<file path="config.mk">
export PLATFORM = sky130hd
export DESIGN_NAME = alu_arbiter
export DESIGN_NICKNAME = d
export VERILOG_FILES = /design/src/rtl/alu_arbiter.sv
export SDC_FILE = /design/constraint.sdc
export NUM_CORES = 1
export LEC_CHECK = 0
export ABC_AREA = 1
export CORE_UTILIZATION = 40
export CTS_CLUSTER_DIAMETER = 40
export DETAILED_ROUTE_END_ITERATION = 8
export PLACE_DENSITY = 0.92
export SLEW_MARGIN = 20
export SYNTH_ARGS = -nofsm -noshare
export SYNTH_HDL_FRONTEND = slang
export SYNTH_SLANG_ARGS = --single-unit
</file>
<file path="constraint.sdc">
create_clock -name clock -period 1.7 [get_ports clock]
set_input_delay 0.425 -clock clock [delete_from_list [all_inputs] [get_ports clock]]
set_output_delay 0.425 -clock clock [all_outputs]
set_load 0.02 [all_outputs]
</file>
<file path="src/rtl/alu_arbiter.sv">
`default_nettype none
// ----------------------------------------------------------------------------
// alu_arbiter - two-requester arbiter/sequencer feeding one combinational ALU.
// Define ALU_ARB_FIXED_PRIO_EN for fixed priority (requester 0 wins). Rev 1.0
// ----------------------------------------------------------------------------
module alu_arbiter #(
  parameter int NB_DATA = 8,
  parameter int NB_OP   = 6
) (
  input  logic               clock,
  input  logic               i_rst_n,
  input  logic               i_req0_valid,
  output logic               o_req0_ready,
  input  logic [NB_DATA-1:0] i_req0_data_a,
  input  logic [NB_DATA-1:0] i_req0_data_b,
  input  logic [NB_OP-1:0]   i_req0_op,
  input  logic               i_req1_valid,
  output logic               o_req1_ready,
  input  logic [NB_DATA-1:0] i_req1_data_a,
  input  logic [NB_DATA-1:0] i_req1_data_b,
  input  logic [NB_OP-1:0]   i_req1_op,
  output logic [NB_DATA-1:0] o_alu_data_a,
  output logic [NB_DATA-1:0] o_alu_data_b,
  output logic [NB_OP-1:0]   o_alu_op,
  input  logic [NB_DATA-1:0] i_alu_result,
  input  logic               i_alu_zero,
  input  logic               i_alu_carry,
  output logic               o_rsp_valid,
  input  logic               i_rsp_ready,
  output logic               o_rsp_id,
  output logic [NB_DATA-1:0] o_rsp_result,
  output logic               o_rsp_zero,
  output logic               o_rsp_carry,
  output logic               o_busy
);

  typedef enum logic [1:0] {
    IDLE = 2'd0,
    EXEC = 2'd1,
    RESP = 2'd2
  } state_t;

  state_t state;
  logic   grant_id;
  logic   sel1;
  logic   accept;

`ifdef ALU_ARB_FIXED_PRIO_EN
  assign sel1 = i_req1_valid && !i_req0_valid;
`else
  logic last_grant;
  // Requester 1 wins when alone, or in contention when requester 0 went last.
  assign sel1 = i_req1_valid && (!i_req0_valid || !last_grant);
`endif

  // Reset gating keeps both readies low while i_rst_n is held.
  assign o_req0_ready = i_rst_n && (state == IDLE) && i_req0_valid && !sel1;
  assign o_req1_ready = i_rst_n && (state == IDLE) && sel1;
  assign accept       = o_req0_ready || o_req1_ready;

  always_ff @(posedge clock or negedge i_rst_n) begin
    if (!i_rst_n) begin
      state        <= IDLE;
      grant_id     <= 1'b0;
      o_alu_data_a <= '0;
      o_alu_data_b <= '0;
      o_alu_op     <= '0;
      o_rsp_valid  <= 1'b0;
      o_rsp_id     <= 1'b0;
      o_rsp_result <= '0;
      o_rsp_zero   <= 1'b0;
      o_rsp_carry  <= 1'b0;
      o_busy       <= 1'b0;
`ifndef ALU_ARB_FIXED_PRIO_EN
      last_grant   <= 1'b1;
`endif
    end else begin
      case (state)
        IDLE: begin
          if (accept) begin
            o_alu_data_a <= sel1 ? i_req1_data_a : i_req0_data_a;
            o_alu_data_b <= sel1 ? i_req1_data_b : i_req0_data_b;
            o_alu_op     <= sel1 ? i_req1_op     : i_req0_op;
            grant_id     <= sel1;
`ifndef ALU_ARB_FIXED_PRIO_EN
            last_grant   <= sel1;
`endif
            o_busy       <= 1'b1;
            state        <= EXEC;
          end
        end
        EXEC: begin
          o_rsp_result <= i_alu_result;
          o_rsp_zero   <= i_alu_zero;
          o_rsp_carry  <= i_alu_carry;
          o_rsp_id     <= grant_id;
          o_rsp_valid  <= 1'b1;
          state        <= RESP;
        end
        RESP: begin
          if (i_rsp_ready) begin
            o_rsp_valid <= 1'b0;
            o_busy      <= 1'b0;
            state       <= IDLE;
          end
        end
        default: begin
          o_rsp_valid <= 1'b0;
          o_busy      <= 1'b0;
          state       <= IDLE;
        end
      endcase
    end
  end

endmodule
`default_nettype wire
</file>
==> impl_metrics.tcl <==
set metrics [dict create \
    status "finished, violations left" \
    violations "DRC" \
    yosysUniqueCellTypes 14 \
    fin_crit_ns 1.673 \
    worst_slew_pin_slew_ns 0.5621 \
    synth_area_leaders "dfrtp_1 (51%), nand2_1 (24%), nand3_1 (15%), buf_2 (1.6%), buf_4 (1.6%)" \
    die_h_um 70.59 \
    grt_overflow 0 \
    initial_utilization 0.4234 \
    wire_per_inst_um 12.79 \
    use_met1 0.2412 \
    vdd_ir_drop_max_v 0.0006201 \
    cpPeakStageDelay_ns 0.60 \
    crit_type "reg -> out" \
    crit_family "buffers and inverters" \
    htreeDepth 2 \
    synth_top_cell_by_area "dfrtp_1" \
    dp_cells 392 \
    slowest_stage "clkdlybuf4s50_1" \
    tritoncts "built" \
    holdWs_ns 0.1077 \
    fin_cells 401 \
    vias 1932 \
    core_sq_um 4444 \
    clk_pin_slew_worst_paths_ns 0.08 \
    wirelength_mm 5.130 \
    fmax_ghz 0.5978 \
    drive_gt1_frac 0.09456 \
    min_path_type "in -> async" \
    numCtsBuffers 5 \
    crit_path_start "o_rsp_valid" \
    globalRouteMet2Util 0.3830 \
    max-slew-margin-rel 0.6244 \
    cp_data_arrival_time_ns 1.25 \
    vias_per_cell 4.818 \
    finalSetupViolCount 0 \
    grt_use_total 0.2140 \
    syn_nets 307 \
    drc_errors 14 \
    ys_warn_count 0 \
    start_kind "register" \
    io_pins 96 \
    power.leakage_nw 1.934 \
    p_per_area_nw_per_um2 1520 \
    cts_hold_buf 0 \
    clk_latency_ns 0.29 \
    drtAntennaViolNets 0 \
    diodes 0 \
    worstPathCellList "clkdlybuf4s50_1" \
    rsz0062_at_grt "true" \
    use_met3 0.07835 \
    grt.busiest_layer "met2" \
    worstReg2RegStart "last_grant" \
    worstPathMaxFanout 2 \
    dp_hpwl_mm 3.603 \
    place_congestion 0.7557 \
    cts_root_buffer "clkbuf_8" \
    antenna_found_initial 0 \
    r2r_slack_ns 0.19 \
    dieArea_sq_um 4983 \
    finalCritPeriodShare 0.9840 \
    avgSynthCellArea_sq_um 7.588 \
    dr.pass1.iters 6 \
    cp.required_ns 1.27 \
    final_hold_viol_count 0 \
    p_total_mw 4.723 \
    finalNetCount 407 \
    max-cap-violations 0 \
    die_x_um 70.59 \
    grt_pass1_vias 1851 \
    clock_sinks 39 \
    drt_iter0_drc 169 \
    numPortBuffers 95 \
    grt_max_degree 34 \
    end_kind "output port" \
    yosysSeqAreaShare 0.5193 \
    cts_max_path_buffers 2 \
    synth_area_sq_um 1882 \
    rows 24 \
    synth_top_area_frac 0.5053 \
    syn_inst 248 \
    critPathBufInv 1 \
    finalClockSkew_ns 0.009264 \
    area_growth_pct 65.09 \
    drv_slew 0 \
    grt_pass1_wl_mm 8.266 \
    ys_ff_latch 39 \
]
## worst paths after layout
kind | end | cells past startpoint
min reg2reg | o_rsp_result[5] | 2
max | o_rsp_valid | 1
max reg2reg | o_alu_data_b[3] | 6
min | o_alu_data_a[2] | 2
max in group asynchronous | o_alu_data_b[5] | 2
min in group clock | o_rsp_result[5] | 2
## cells by family after synthesis
group	after synthesis	share of synthesized area
flip-flops	39	0.5193
buffers and inverters	23	0.05785
AND/OR/NAND/NOR	183	0.4089
AO/OA/AOI/OAI	3	0.01397
## synthesized netlist by cell type
| cell | instances |
|---|---|
| a21oi_4 | 1 |
| inv_1 | 7 |
| dfrtp_1 | 38 |
| inv_2 | 1 |
| buf_2 | 6 |
| o21ai_0 | 2 |
| nand2_1 | 120 |
| dfstp_2 | 1 |
| nand2_4 | 1 |
| clkbuf_1 | 5 |
| buf_4 | 4 |
| nand3_1 | 56 |
| nor2_1 | 4 |
| nand2_2 | 2 |
## layout make-up
| type | instances | area (sq um) |
|---|---|---|
| fillers | 393 | 1338 |
| repair buffers | 108 | 1114 |
| inverters | 8 | 32.53 |
| well taps | 52 | 65.06 |
| multi-input cells | 186 | 805.8 |
| flip-flops and latches | 39 | 977.2 |
| clock buffers | 5 | 68.82 |
| clock inverters | 3 | 43.79 |
## routing by layer
layer  up-vias  part of all wire
met5         -                 0
met4         0            0.0092
met3         6             0.069
met2        66              0.51
met1       876              0.41
li1        984                 -
## power by group
| part | switching (mW) | total [mW] | internal (mW) |
|---|---|---|---|
| sequential | 0.239 | 1.62 | 1.38 |
| combinational | 1.29 | 2.34 | 1.05 |
| clock | 0.331 | 0.768 | 0.437 |
| total | 1.86 | 4.72 | 2.86 |
## stage by stage
| stage | setup slack, ns | util | TNS (ns) | area (sq um) |
|---|---|---|---|---|
| after floorplan | 0.08430 | - | 0 | 1882 |
| after global placement | -0.5613 | 0.6534 | -8.855 | 2904 |
| after detailed placement | -0.5700 | 0.6534 | -8.884 | 2904 |
| after CTS | 0.0004573 | 0.6748 | 0 | 2999 |
| after global routing | -0.03139 | 0.6990 | -0.05557 | 3107 |
| final | 0.02714 | 0.6990 | 0 | 3107 |
## registers in the layout (all words and copies together), names as in the netlist
register,cells
o_alu_data_a,8
o_alu_data_b,8
o_rsp_result,8
o_alu_op,6
state,2
grant_id,1
last_grant,1
o_busy,1
o_rsp_carry,1
o_rsp_id,1
o_rsp_valid,1
o_rsp_zero,1
## cell usage in the layout, fill, tap and decap left out
master / Yosys / final
nand2_1: 120 / 120
nand3_1: 56 / 56
clkdlybuf4s50_1: 0 / 56
dfrtp_1: 38 / 38
dlymetal6s2s_1: 0 / 30
buf_4: 4 / 13
inv_1: 7 / 6
dlygate4sd2_1: 0 / 6
clkbuf_8: 0 / 5
nand2_4: 1 / 2
nor2_2: 0 / 2
nor2_1: 4 / 2
o21ai_0: 2 / 2
buf_6: 0 / 2
inv_4: 0 / 1
nand2_2: 2 / 1
inv_2: 1 / 1
a21oi_4: 1 / 1
clkinv_4: 0 / 1
clkinv_2: 0 / 1
bufinv_16: 0 / 1
buf_2: 6 / 1
dfstp_2: 1 / 1
## timing repair
item	in CTS	in global routing
pin swaps	0	1
resized for setup	14	39
endpoints found under the setup margin	28	32
buffers inserted	0	1
Power figures use the tool's default switching activity.
==> patch 1, RTL diff (same settings) <==
`NB_OP`: 6 -> 7.
--- a/src/rtl/alu_arbiter.sv
+++ b/src/rtl/alu_arbiter.sv
@@ -6,5 +6,5 @@
 module alu_arbiter #(
   parameter int NB_DATA = 8,
-  parameter int NB_OP   = 6
+  parameter int NB_OP   = 7
 ) (
   input  logic               clock,
Interface: changed (resized i_req0_op, i_req1_op and o_alu_op); port bits go from 96 to 99. No check against the original RTL was run, so the function may have changed too.
==> patch 1 against the unedited design <==
- area after synthesis grew 3.1%
- worst setup slack improved by 0.0028 ns
- critical path type unchanged
- clock skew fell by 0.0051 ns
- non-clock buffer count increased by 3
- via count increased by 3.6%
- total power grew 2.6%
- critical path depth unchanged
- critical endpoint is now o_busy
- routed wire length up 5.0%
- design area grew 2.1%
- sequential cell count rose by 1
- die area up 3.0%
==> patch 1: results (changes against the unedited design) <==
| Metric | Value |
|---|---|
| Status | finished, final reports clean |
| Synth Flop Type | dfrtp_1 |
| Yosys Warn Count | 0 (unchanged) |
| GRT Util Overall | 22.39% (+0.99 points) |
| Actual slew at the worst max-slew pin | 0.5871 ns (+0.02500 ns) |
| Initial antenna violation count | 0 (unchanged) |
| Vias per inst | 4.880 (+1.3%) |
| Top delay family on crit path | buffers and inverters |
| CTS clk-pin slew, worst paths | 0.07 ns |
| Worst min path class | in -> async |
| Non-filler cells, final | 410 (+2.2%) |
| Reg2reg end | o_alu_data_a[4]$_DFFE_PN0P_ |
| Register area share after synthesis | 51.68% (-0.25 points) |
| Largest regs | o_alu_data_a x8, o_alu_data_b x8, o_rsp_result x8 |
| Share of cells above drive strength 1 | 8.659% (-0.80 points) |
| Max Buffers Root-to-Sink | 2 (unchanged) |
| Slowest cell on crit path | clkdlybuf4s50_1 |
| Antenna cells | 0 (unchanged) |
| Post-synth EDFFs | 0 (unchanged) |
| Number of global-route vias before repair | 2069 (+12%) |
| Clock root buffer | clkbuf_8 |
| Initial DRC Count | 177 (+4.7%) |
| Largest net degree at the start of global routing | 34 (unchanged) |
| CTS Buf Count | 5 (unchanged) |
| Cells after DPL | 401 (+2.3%) |
| First-pass GRT wire length | 8.970 mm (+8.5%) |
| Final wirelength | 5.387 mm (+5.0%) |
| H-tree depth | 2 (unchanged) |
| Crit path launch | o_busy$_DFFE_PN0P_ |
| Post-Syn Nets | 315 (+2.6%) |
| Reg-to-reg startpoint | last_grant$_DFFE_PN1P_ |
| Cells after synthesis | 254 (+2.4%) |
| WHS | 0.1056 ns (-0.002172 ns) |
| Top post-synthesis cells by area | dfrtp_1, nand2_1, nand3_1, buf_2, inv_1 |
| CP Max Fanout | 2 (unchanged) |
| Synth top cells by count | nand2_1, nand3_1, dfrtp_1 |
| Peak supply drop | 0.0007364 V (+19%) |
| Routability congestion estimate | 0.7543 (-0.19%) |
| FF-to-FF path depth | 6 (unchanged) |
| Final net count | 418 (+2.7%) |
| HPWL after DPL | 3.984 mm (+11%) |
| Port bufs | 98 (+3.2%) |
| CP arrival | 1.25 ns (about the same) |
| First drt pass iteration count | 7 (+1) |
| Crit-path max cell delay | 0.60 ns (about the same) |
| R2R Setup Slk | 0.17 ns (-0.02 ns) |
| P_leak | 0.001943 uW (+0.47%) |
| Yosys cell types | 15 (+1) |
| Clk_skew | 0.004155 ns (-0.005108 ns) |
patch 1: cell count changes after synthesis, sizes merged:
cell	change
buf	+3
clkbuf	-3
nand3	+2
o21ai	+2
nand2	+2
dfrtp	+1
nor2	-1
patch 1: worst max path at each step:
stage / endpoint / slack (ns) / cells past startpoint
2_1_floorplan: o_req0_ready / 0.05 / 4
4_1_cts: o_req1_ready / 0.0008 / 6
5_1_grt: o_req0_ready / -0.02 / 5
6_report: o_busy / 0.03 / 1
3_3_place_gp: o_req0_ready / -0.58 / 6
3_5_place_dp: o_req0_ready / -0.61 / 6
patch 1: cells by family (layout without fill, tap and decap cells):
kind of cell	count (synthesis)	in the layout	synth area share (%)
buffers and inverters	23	127	6.064
and+or+nand+nor	186	186	40.39
AOI/OAI and AO/OA	5	5	1.871
DFF	40	40	51.68
patch 1: routing by layer:
metal  global-route usage (%)  up-vias  routed length [um]
met4                    6.100        0                  56
met5                        0        -                   0
met3                    6.610       11                 367
li1                         -     1011                   -
met1                    23.92      905                2127
met2                    42.56       74                2835
patch 1: power by group:
group | total, uW | leakage, uW | switching, uW | internal [uW]
sequential | 1650 | 0.000499 | 237 | 1410
combinational | 2460 | 0.00139 | 1360 | 1100
clock | 742 | 0.0000552 | 307 | 435
patch 1: what timing repair did:
action,4_1_cts,5_1_grt
pin swaps,1,2
resized for setup,12,34
setup buffers,0,1
cloned,0,0
setup endpoints to repair,26,34
hold buffers,0,0
patch 1: layout make-up:
| class | count | area (um2) |
|---|---|---|
| fill | 372 | 1334 |
| inverter | 8 | 30.03 |
| timing repair buffer | 111 | 1141 |
| clock inverter | 2 | 35.03 |
| tap | 52 | 65.06 |
| multi-input combinational | 191 | 824.5 |
| sequential | 40 | 1002 |
| clock buffer | 6 | 72.57 |
patch 1: metrics by stage:
| stage | setup slack [ns] | instance area, um2 | TNS [ns] | utilization, % |
|---|---|---|---|---|
| 2_1_floorplan | 0.05011 | 1939 | 0 | - |
| 3_3_place_gp | -0.5835 | 2983 | -9.441 | 66.22 |
| 3_5_place_dp | -0.6142 | 2983 | -9.751 | 66.22 |
| 4_1_cts | 0.0007568 | 3079 | 0 | 68.36 |
| 5_1_grt | -0.02164 | 3171 | -0.02164 | 70.39 |
| 6_report | 0.02994 | 3171 | 0 | 70.39 |
==> patch 2, RTL diff (same settings) <==
Made on the original files. Reset style: synchronous (`i_rst_n`), changed in one clocked block.
--- a/src/rtl/alu_arbiter.sv
+++ b/src/rtl/alu_arbiter.sv
@@ -59,5 +59,5 @@
   assign accept       = o_req0_ready || o_req1_ready;
 
-  always_ff @(posedge clock or negedge i_rst_n) begin
+  always_ff @(posedge clock) begin
     if (!i_rst_n) begin
       state        <= IDLE;
Function: differs if i_rst_n is asserted again (counterexample within 4 cycles, from zero or initial values and one cycle with i_rst_n low); with i_rst_n held inactive, the same outputs for 10 cycles.
==> patch 2 against the unedited design <==
- design area grew 4.7%
- sequential cell count is the same
- worst setup slack lost 0.0039 ns
- routed wire length grew 6.4%
- area after synthesis grew 9.0%
- non-clock buffer count shrank 1
- die area grew 8.7%
Power is not compared: it rests on default switching activity, and its combinational part moved more than twofold at a synthesized area within 25%.
==> patch 2: results (changes against the unedited design) <==
| Metric | Value |
|---|---|
| Status | finished, final reports clean |
| Max Clk Rate | 596.4 MHz (-0.23%) |
| FILL cells | 458 (+17%) |
| Final wirelength | 5.460 mm (+6.4%) |
| Clk_skew | 0.008851 ns (-0.0004120 ns) |
| Share of cells above drive strength 1 | 6.621% (-2.8 points) |
| Post-DR wirelength/cell | 10.79 um (-16%) |
| WHS | 0.4644 ns (+0.3567 ns) |
| Cells after DPL | 497 (+27%) |
| Crit path to | o_alu_data_a[2] |
| First drt pass iteration count | 4 (-2) |
| Met1 wire length | 2.209 mm (+4.1%) |
| Synth top cells by count | nand2_1, inv_1, nor2_1 |
| Met3 Resource Use GR | 6.310% (-1.5 points) |
| Synth Flop Type | dfxtp_1 |
| Met3 routed WL | 365 um (+3.7%) |
| Post-Syn Nets | 400 (+30%) |
| HPWL after DPL | 3.910 mm (+8.5%) |
| Largest net degree at the start of global routing | 25 (-26%) |
| FF-to-FF path depth | 8 (+2) |
| Reg-to-reg startpoint | last_grant$_SDFFE_PN1P_ |
| Met2 WL | 2.812 mm (+7.8%) |
| Met1 usage | 21.36% (-2.8 points) |
| Yosys cell types | 15 (+1) |
| Initial antenna violation count | 1 (+1) |
| Vias per inst | 4.399 (-8.7%) |
## patch 2: cell types whose count changed after synthesis, sizes merged
cell    unedited run  this run
inv                8        73
nor2               4        52
dfxtp              0        39
dfrtp             38         0
nand2            123        99
nand3             56        47
o21ai              2        11
buf               10        14
a21oi              1         2
clkbuf             5         4
dfstp              1         0
## patch 2: metrics by stage
stage / setup TNS [ns] / cell area [um2]
5_1_grt: 0 / 3253
4_1_cts: 0 / 3201
3_5_place_dp: -5.346 / 3075
3_3_place_gp: -4.440 / 3075
2_1_floorplan: 0 / 2051
6_report: 0 / 3253
## patch 2: cell type report
class                           count  share of cell area (%)
Tap cell                           67                   2.577
Clock buffer                        5                   2.115
Multi-Input combinational cell    211                   27.54
Antenna cell                        1                 0.07692
Timing Repair Buffer              107                   33.19
Sequential cell                    39                   24.00
Inverter                           73                   8.423
Clock inverter                      3                   2.077
## patch 2: worst reg2reg max path: cells and delay by family (launching register included)
kind            cells  cell delay, ns
compound gates      1            0.09
buf+inv             3            0.48
flops               1            0.35
simple gates        4            0.33
